<file path="config.mk">
export PLATFORM = sky130hd
export DESIGN_NAME = nibble_serial_addsub_flat
export DESIGN_NICKNAME = d
export VERILOG_FILES = /design/src/rtl/nibble_serial_addsub_if.sv /design/src/rtl/nibble_serial_addsub.sv /design/src/flat_wrapper.sv
export SDC_FILE = /design/constraint.sdc
export NUM_CORES = 1
export LEC_CHECK = 0
export ABC_CLOCK_PERIOD_IN_PS = 2700
export CORE_MARGIN = 5
export CORE_UTILIZATION = 50
export DETAILED_ROUTE_END_ITERATION = 10
export HOLD_SLACK_MARGIN = 0.03
export PLACE_DENSITY = 0.78
export SYNTH_ARGS = -nofsm -noshare
export SYNTH_HDL_FRONTEND = slang
export SYNTH_SLANG_ARGS = --single-unit
export TNS_END_PERCENT = 5
</file>
<file path="constraint.sdc">
create_clock -name CLK -period 2.7 [get_ports CLK]
set_input_delay 0.405 -clock CLK [delete_from_list [all_inputs] [get_ports CLK]]
set_output_delay 0.405 -clock CLK [all_outputs]
set_load 0.01 [all_outputs]
</file>
<file path="src/rtl/nibble_serial_addsub_if.sv">
// Operand/result handshake between an operand source and the nibble-serial add/sub engine.
// master: drives start/sub/in_a/in_b/cin and samples busy/done/s/cout/ovf.
// slave : the engine side; W must equal 4*NIB of the engine it connects to.
interface nibble_serial_addsub_if #(
   parameter int W = 16
);
   logic         start;
   logic         sub;
   logic [W-1:0] in_a;
   logic [W-1:0] in_b;
   logic         cin;
   logic         busy;
   logic         done;
   logic [W-1:0] s;
   logic         cout;
   logic         ovf;

   modport master (
      output start, sub, in_a, in_b, cin,
      input  busy, done, s, cout, ovf
   );

   modport slave (
      input  start, sub, in_a, in_b, cin,
      output busy, done, s, cout, ovf
   );
endinterface

</file>
<file path="src/rtl/nibble_serial_addsub.sv">
// Multi-cycle W-bit add/subtract, one 4-bit carry-lookahead slice per clock, carry chained via a register.
// Latency: start accepted at edge 0, slices at edges 1..NIB, done pulses for the cycle after edge NIB.
// Backpressure: start is ignored while busy; a start in the done cycle is accepted (back-to-back).
// Ports: CLK, reset_n (async active-low), bus (slave modport: start/sub/in_a/in_b/cin in,
//        busy/done/s/cout/ovf out).
module nibble_serial_addsub #(
   parameter int NIB = 4
) (
   input  logic                   CLK,
   input  logic                   reset_n,
   nibble_serial_addsub_if.slave  bus
);
   localparam int W  = 4 * NIB;
   localparam int CW = (NIB > 1) ? $clog2(NIB) : 1;
   localparam logic [CW-1:0] LAST = CW'(NIB - 1);

   typedef enum logic [1:0] {IDLE, RUN, DONE} state_t;

   state_t          state_q, state_d;
   logic [W-1:0]    a_q, b_q, s_q, s_d;
   logic            carry_q;
   logic [CW-1:0]   cnt_q;
   logic            cout_q, ovf_q;

   logic [3:0]      a_nib, b_nib, g, p, sum_nib;
   logic [4:0]      c;
   logic            accept, last, ovf_d;

   // IDLE and DONE both accept a new operation.
   assign accept = (state_q != RUN) && bus.start;
   assign last   = (cnt_q == LAST);
   assign a_nib  = a_q[4*cnt_q +: 4];
   assign b_nib  = b_q[4*cnt_q +: 4];

   // 4-bit carry-lookahead slice.
   always_comb begin
      g    = a_nib & b_nib;
      p    = a_nib ^ b_nib;
      c[0] = carry_q;
      c[1] = g[0] | (p[0] & c[0]);
      c[2] = g[1] | (p[1] & g[0]) | (p[1] & p[0] & c[0]);
      c[3] = g[2] | (p[2] & g[1]) | (p[2] & p[1] & g[0]) | (p[2] & p[1] & p[0] & c[0]);
      c[4] = g[3] | (p[3] & g[2]) | (p[3] & p[2] & g[1]) | (p[3] & p[2] & p[1] & g[0])
                  | (p[3] & p[2] & p[1] & p[0] & c[0]);
      sum_nib = p ^ c[3:0];
   end

   // Sum with the current slice merged in; on the last slice its MSB is the final sign.
   always_comb begin
      s_d = s_q;
      s_d[4*cnt_q +: 4] = sum_nib;
   end

   // B is already inverted for subtract, so the usual same-sign overflow rule applies.
   assign ovf_d = (a_q[W-1] == b_q[W-1]) && (s_d[W-1] != a_q[W-1]);

   // State register.
   always_ff @(posedge CLK or negedge reset_n) begin
      if (!reset_n) state_q <= IDLE;
      else          state_q <= state_d;
   end

   // Next-state logic.
   always_comb begin
      state_d = state_q;
      case (state_q)
         IDLE:    if (bus.start) state_d = RUN;
         RUN:     if (last)      state_d = DONE;
         DONE:    state_d = bus.start ? RUN : IDLE;
         default: state_d = IDLE;
      endcase
   end

   // Outputs.
   always_comb begin
      bus.busy = (state_q == RUN);
      bus.done = (state_q == DONE);
      bus.s    = s_q;
      bus.cout = cout_q;
      bus.ovf  = ovf_q;
   end

   // Datapath: operand latch on accept, one slice per RUN cycle.
   always_ff @(posedge CLK or negedge reset_n) begin
      if (!reset_n) begin
         a_q     <= '0;
         b_q     <= '0;
         s_q     <= '0;
         carry_q <= 1'b0;
         cnt_q   <= '0;
         cout_q  <= 1'b0;
         ovf_q   <= 1'b0;
      end else if (accept) begin
         a_q     <= bus.in_a;
         b_q     <= bus.sub ? ~bus.in_b : bus.in_b;
         carry_q <= bus.sub ? ~bus.cin  : bus.cin;
         cnt_q   <= '0;
      end else if (state_q == RUN) begin
         s_q     <= s_d;
         carry_q <= c[4];
         cnt_q   <= cnt_q + CW'(1);
         if (last) begin
            cout_q <= c[4];
            ovf_q  <= ovf_d;
         end
      end
   end
endmodule

</file>
<file path="src/flat_wrapper.sv">
// flat-port wrapper written by rule: the top's interface ports become plain ports
module nibble_serial_addsub_flat 
#(
   parameter int NIB = 4
)
  (CLK, reset_n, bus_start, bus_sub, bus_in_a, bus_in_b, bus_cin, bus_busy, bus_done, bus_s, bus_cout, bus_ovf);
  nibble_serial_addsub_if #(.W((16))) bus_i ();
  input  logic CLK;
  input  logic reset_n;
  input wire logic [$bits(bus_i.start)-1:0] bus_start;
  input wire logic [$bits(bus_i.sub)-1:0] bus_sub;
  input wire logic [$bits(bus_i.in_a)-1:0] bus_in_a;
  input wire logic [$bits(bus_i.in_b)-1:0] bus_in_b;
  input wire logic [$bits(bus_i.cin)-1:0] bus_cin;
  output wire logic [$bits(bus_i.busy)-1:0] bus_busy;
  output wire logic [$bits(bus_i.done)-1:0] bus_done;
  output wire logic [$bits(bus_i.s)-1:0] bus_s;
  output wire logic [$bits(bus_i.cout)-1:0] bus_cout;
  output wire logic [$bits(bus_i.ovf)-1:0] bus_ovf;
  assign bus_i.start = bus_start;
  assign bus_i.sub = bus_sub;
  assign bus_i.in_a = bus_in_a;
  assign bus_i.in_b = bus_in_b;
  assign bus_i.cin = bus_cin;
  assign bus_busy = bus_i.busy;
  assign bus_done = bus_i.done;
  assign bus_s = bus_i.s;
  assign bus_cout = bus_i.cout;
  assign bus_ovf = bus_i.ovf;
  nibble_serial_addsub #(.NIB(NIB)) u_core (.CLK(CLK), .reset_n(reset_n), .bus(bus_i));
endmodule
</file>
==> results by group, run 1 <==
Logic synthesis
  • Ys Warns: 0
  • Post-synthesis cell type with the largest combined area: dfrtp_1
  • Post-Syn Nets: 281
  • Async SR Flop Fraction: 100.0%
  • Synth Cell Area: 2794 µm²
  • Main synth FF type: dfrtp_1
  • Seq/Total Area, Yosys: 49.26%
  • Syn avg cell area: 11.99 µm²
  • Synthesized instance count: 233
  • Top post-synthesis cells by area: dfrtp_1 (49%), mux2_2 (6.4%), mux4_2 (6.4%)
  • EDFF count, synth: 0
  • FF+latch count, synth: 55
  • Top-area cell type share of the netlist area: 49.26%
  • Yosys cell types: 40

Detailed routing
  • Drt wl/cell: 14.54 µm
  • Post-Route WL: 5.292 mm
  • DRC violation count after routing: 0
  • Vias: 1912
  • Drt initial violations: 66
  • Post-DR vias/cell: 5.253
  • DR pass1 iterations: 4
  • Number of routed nets with antenna violations: 0

Power and ir drop
  • Static leakage: 1.492 nW
  • Worst vdd ir: 729.6 µV
  • Power Density: 1218 nW/µm²

Clock tree
  • Post-CTS Hold Fix Bufs: 0
  • Clk slew on worst S/H paths: 90 ps
  • Root Buffer: clkbuf_8
  • CTS Buffer Depth: 2
  • H-tree Lvls: 2
  • CTS Sinks: 55
  • CTS tree: done
  • CTS Buf Count: 5
  • Clk Latency, worst-skew pair: 300 ps

Cells and area
  • Final instance area: 3521 µm²
  • P&R area growth vs syn: 26.02%
  • Fillcell total: 459
  • N_diodes: 0
  • Final #Nets: 340
  • Finished Layout Cells: 364
  • Fraction of layout cells with a size suffix above 1: 16.10%

Timing
  • Endpoints failing hold: 0
  • Setup Total Neg Slack: 0 ps
  • Worst slew pin tran: 643.0 ps
  • RSZ-0062 raised after global routing: false
  • Relative slew slack: 56.98%
  • Clk_skew: 4.764 ps
  • Final setup margin: 227.8 ps
  • Max Clk Rate: 404.5 MHz
  • Pins Over Slew Limit: 0
  • Fin crit share: 91.56%
  • Final setup fails: 0
  • Min Tclk post-route: 2472 ps

Run status
  • Outcome: finished clean

Setup path
  • CP endpoint kind: flop
  • Crit Path Max Fanout: 9
  • Startpoint Class: flop
  • Worst R2R Setup Slack: 230 ps
  • Reg-to-reg startpoint: u_core.cnt_q[0]
  • Worst EP required: 2900 ps
  • Type of the worst setup path: reg2reg
  • Worst r2r path cells: 7
  • CP Data Arrival Time: 2670 ps
  • RR Endpoint: u_core.bus.ovf

Floorplan
  • Die ar.: 7183 µm²
  • Die Wd: 84.75 µm
  • CORE AREA: 5473 µm²
  • Die Span Y: 84.75 µm
  • Rows: 27
  • # IOs: 57
  • Starting Density: 51.05%

Placement
  • Number of port buffers: 56
  • Post-placement cell area: 3417 µm²
  • Final Wtd Congestion: 0.9418
  • DP Wirelength: 4.269 mm
  • Dpl ws: 106.7 ps
  • DP Cell Count: 357

GRT
  • First-pass GRT wire length: 9.156 mm
  • Total Routing Usage GR: 15.65%
  • GRT overflow: 0
  • Largest net degree at the start of global routing: 35
  • Initial antenna violation count: 0
  • Vias in the first global route: 1924

Worst hold path
  • Worst min path class: in2async

Flow run
  • Max_cap viols: 0
==> timing repair <==
action / in CTS / in global routing
gates resized for setup: 0 / 1
buffers inserted: 0 / 0
setup endpoints to repair: 0 / 7
==> worst max-delay path by stage <==
| stage | startpoint | endpoint | slack (ps) | depth (start not counted) |
|---|---|---|---|---|
| 2_1_floorplan | u_core.cnt_q[0] | u_core.bus.ovf | 360 | 8 |
| 3_3_place_gp | u_core.cnt_q[0] | u_core.bus.ovf | 180 | 7 |
| 5_1_grt | u_core.cnt_q[0] | u_core.bus.ovf | 50 | 7 |
| 4_1_cts | u_core.cnt_q[0] | u_core.bus.ovf | 80 | 7 |
| 3_5_place_dp | u_core.cnt_q[0] | u_core.bus.ovf | 110 | 7 |
| 6_report | u_core.cnt_q[0] | u_core.bus.ovf | 230 | 7 |
==> synthesized netlist by cell type (2+ instances only) <==
cell type  number
dfrtp_1        55
nand2_1        32
o21ai_0        19
xnor2_1        19
mux2_2         16
a22o_1         11
ha_1           10
inv_1          10
mux4_2          8
o21ai_1         5
buf_4           4
buf_6           4
nor2_1          4
nor2b_1         3
a21oi_1         2
clkbuf_1        2
nand2b_1        2
nand3b_1        2
nand4b_1        2
nor4_4          2
o31ai_1         2
==> layer usage <==
metal  GRT usage [%]  vias to the layer above  part of all wire (%)
li1                -                      933                     -
met1           21.24                      924                    44
met2           25.77                       51                    49
met3           3.533                        4                   6.2
met4           3.453                        0                  0.62
met5               0                        -                     0
==> cell usage in the layout, fill, tap and decap left out, drive strengths merged <==
cell type       n
a22o           11
mux2           16
buf             8
xnor2          19
a21oi           2
bufinv          1
o31ai           2
o41ai           1
a211oi          1
nand3           1
o21a            1
nand3b          2
a211o           1
inv            11
nand2b          2
mux4            8
nor2b           3
and3            1
fa              1
and4            1
nand2          33
nand4b          2
o22ai           1
dfrtp          55
a21o            1
nor2            4
clkdlybuf4s50  55
o21ba           1
nor3b           1
o21ai          24
nor4            3
nor3            2
o211ai          1
ha             10
clkbuf          6
==> registers in the layout (all words and copies together) (netlist names) <==
signal,cells
u_core.a_q,16
u_core.b_q,16
u_core.bus.cout,1
u_core.bus.ovf,1
u_core.bus.s,16
u_core.carry_q,1
u_core.cnt_q,2
u_core.state_q,2
==> final cells by class <==
type	count	area, µm²	area share (%)
repair buffers	63	620.6	17.63
clock inverters	1	30.03	0.8529
well taps	72	90.09	2.559
inverters	11	41.29	1.173
flip-flops and latches	55	1378	39.13
clock buffers	6	72.57	2.061
multi-input cells	156	1289	36.60
==> through the flow <==
| stage | power (mW) | hold WS [ps] | util [%] |
|---|---|---|---|
| final | 4.287 | 105.5 | 64.33 |
| after global routing | 4.624 | 157.8 | 64.33 |
| after CTS | 4.321 | 121.2 | 64.31 |
| after detailed placement | 3.797 | 465.3 | 62.44 |
| after global placement | 3.720 | 457.7 | 62.44 |
| after floorplan | 3.079 | 109.4 | - |
==> critical path, cell delays in order (launching register included) <==
cell and delay, ps:
dfrtp_2 490, buf_4 240, mux4_2 520, ha_1 360, o21ai_0 90, o21a_1 230, o41ai_2 260, o21ba_1 180
==> kinds of logic after synthesis <==
logic type / Yosys count / synth area share [%]
AO/OA/AOI/OAI: 47 / 11.20
XOR/XNOR: 19 / 5.956
adder cells (fa/ha/maj): 11 / 5.195
buffers and inverters: 22 / 4.612
flip-flops: 55 / 49.26
multiplexers: 24 / 12.90
AND/OR/NAND/NOR: 55 / 10.88
==> power by group <==
part           leakage, nW  total, mW  switching, mW  internal (mW)
Clock               0.0513      0.523          0.251          0.272
Combinational        0.749       2.32           1.21           1.11
Sequential           0.691       1.44          0.253           1.19
Note: power is estimated with default switching activity, not from simulation.
==> inputs of run 2 (changes only) <==
--- a/config.mk
+++ b/config.mk
@@ -10,7 +10,7 @@
 export CORE_UTILIZATION = 50
 export DETAILED_ROUTE_END_ITERATION = 10
 export HOLD_SLACK_MARGIN = 0.03
-export PLACE_DENSITY = 0.78
+export PLACE_DENSITY = 0.77
 export SYNTH_ARGS = -nofsm -noshare
 export SYNTH_HDL_FRONTEND = slang
 export SYNTH_SLANG_ARGS = --single-unit
==> results by group, run 2 (same netlist as run 1, synthesis figures left out) <==
Cells and area
  • Most frequent cells in the layout: clkdlybuf4s50_1 (55), dfrtp_1 (54), nand2_1 (32)
  • Final instance area: 3546 µm² (+0.71%)
  • Final #Nets: 342 (+0.59%)
  • Commonest non-fill, non-tap cell in the layout: clkdlybuf4s50_1
  • Fraction of layout cells with a size suffix above 1: 17.29% (+1.2 points)
  • Footprint of the multi-input gates: 1289 µm² (unchanged)
  • P&R area growth vs syn: 26.91%
  • Fillcell total: 434 (-5.4%)
  • N_diodes: 0 (unchanged)
  • FF+latch area: 1378 µm² (unchanged)

Clock tree
  • H-tree Lvls: 2 (unchanged)
  • Resize count post-CTS: 0 (unchanged)
  • CTS Buf Count: 5 (unchanged)
  • Setup Fix Bufs, Post-CTS: 0 (unchanged)
  • CTS Buffer Depth: 2 (unchanged)
  • Clk Latency, worst-skew pair: 310 ps (about the same)
  • Clk slew on worst S/H paths: 90 ps (about the same)
  • Root Buffer: clkbuf_8
  • Post-CTS Hold Fix Bufs: 0 (unchanged)
  • CTS tree: done
  • CTS Sinks: 55 (unchanged)

Timing
  • Clk_skew: 7.242 ps (+2.477 ps)
  • Worst slew pin tran: 702.5 ps (+59.48 ps)
  • Max Clk Rate: 415.3 MHz (+2.7%)
  • Endpoints failing hold: 0 (unchanged)
  • Relative slew slack: 53.00% (-4.0 points)
  • Min Tclk post-route: 2408 ps (-64.34 ps)
  • Final setup fails: 0 (unchanged)
  • Pins Over Slew Limit: 0 (unchanged)
  • RSZ-0062 raised after global routing: false
  • Min Hold Slack: 103.2 ps (-2.288 ps)
  • Setup Total Neg Slack: 0 ps (unchanged)
  • Final setup margin: 292.1 ps (+64.34 ps)
  • Fin crit share: 89.18% (-2.4 points)

Power and ir drop
  • Switching share of power: 39.69% (-0.36 points)
  • Power Internal: 2.651 mW (+3.2%)
  • Static leakage: 1.508 nW (+1.1%)
  • Sw Pwr: 1.745 mW (+1.6%)
  • Clock share of power: 12.2% (about the same)
  • Worst vdd ir: 693.8 µV (-4.9%)
  • Power Density: 1240 nW/µm² (+1.8%)
  • Logic gate share of total power: 54.7% (+0.6 points)
  • Flop pwr share: 33.1% (-0.6 points)

Setup path
  • CP Data Arrival Time: 2610 ps (-60 ps)
  • Worst r2r path cells: 7 (unchanged)
  • Worst EP required: 2910 ps (about the same)
  • Startpoint Class: flop
  • Crit Path Max Fanout: 7 (-2)
  • CP endpoint kind: flop
  • Type of the worst setup path: reg2reg

Flow run
  • Max_cap viols: 0 (unchanged)

Detailed routing
  • Number of routed nets with antenna violations: 0 (unchanged)
  • DRC violation count after routing: 0 (unchanged)
  • Post-DR vias/cell: 5.196 (-1.1%)
  • Drt initial violations: 55 (-17%)
  • Drt wl/cell: 14.47 µm (-0.48%)
  • Vias: 1907 (-0.26%)
  • DR pass1 iterations: 4 (unchanged)
  • Post-Route WL: 5.310 mm (+0.34%)

Placement
  • DP Wirelength: 4.196 mm (-1.7%)
  • Number of port buffers: 56 (unchanged)
  • Post-placement cell area: 3432 µm² (+0.44%)
  • Dpl ws: 161.5 ps (+54.84 ps)
  • Final Wtd Congestion: 0.8273 (-12%)

Floorplan
  • Starting Density: 51.05% (unchanged)
  • Die Wd: 84.75 µm (unchanged)
  • Die ar.: 7183 µm² (unchanged)
  • Rows: 27 (unchanged)
  • # IOs: 57 (unchanged)
  • Die Span Y: 84.75 µm (unchanged)
  • CORE AREA: 5473 µm² (unchanged)

Worst hold path
  • Worst min path class: in2async

GRT
  • First-pass GRT wire length: 9.177 mm (+0.23%)
  • Vias in the first global route: 1984 (+3.1%)
  • Total Routing Usage GR: 16.06% (+0.41 points)
  • Largest net degree at the start of global routing: 39 (+11%)
  • Initial antenna violation count: 0 (unchanged)
  • GRT overflow: 0 (unchanged)

Run status
  • Outcome: finished clean
## run 2: changes by cell type in the layout (fill, tap and decap cells not counted)
| cell | previous run | this run |
|---|---|---|
| clkbuf_1 | 1 | 0 |
| clkinv_2 | 0 | 1 |
| buf_4 | 6 | 8 |
| clkinv_4 | 0 | 1 |
## run 2: final timing paths
check | slack [ps] | start | to
max in group asynchronous | 2040 | reset_n | u_core.b_q[13]
worst min-delay path | 100 | reset_n | u_core.bus.s[6]
min in group CLK | 490 | u_core.bus.s[4] | u_core.bus.s[4]
worst max register to register | 290 | u_core.cnt_q[0] | u_core.bus.ovf
worst min register to register | 490 | u_core.bus.s[4] | u_core.bus.s[4]
worst max-delay path | 290 | u_core.cnt_q[0] | u_core.bus.ovf
## run 2: routing by layer
layer	wire length (µm)	global-route usage, %	vias to the layer above
met5	0	0	-
met3	317	4.122	12
li1	-	-	937
met1	2265	19.33	903
met2	2598	27.62	55
met4	129	6.043	0
## run 2: through the flow
step | util, % | std cells | power, mW
floorplan | - | 233 | 3.079
global placement | 62.71 | 359 | 3.816
detailed placement | 62.71 | 359 | 3.890
CTS | 64.77 | 367 | 4.446
global route | 64.79 | 367 | 4.735
finish | 64.79 | 367 | 4.396
## run 2: power groups by stage
| stage | logic [mW] | clock network (mW) | registers, mW |
|---|---|---|---|
| after floorplan | 1.68 | 0 | 1.40 |
| after global placement | 2.35 | 0 | 1.46 |
| after detailed placement | 2.41 | 0 | 1.48 |
| after CTS | 2.44 | 0.550 | 1.46 |
| after global routing | 2.65 | 0.579 | 1.51 |
| final | 2.40 | 0.538 | 1.45 |
## run 2: area by class of cell
cell class,instances,area share [%]
Tap cell,72,2.541
Sequential cell,55,38.85
Inverter,11,1.164
Clock inverter,3,1.235
Clock buffer,5,1.941
Timing Repair Buffer,65,17.93
Multi-Input combinational cell,156,36.34
## run 2: worst max-delay path: stages, from the launching register on
cell and delay [ps]:
dfrtp_2 480, buf_4 180, mux4_2 500, ha_1 360
o21ai_0 120, o21a_1 230, o41ai_2 260, o21ba_1 170
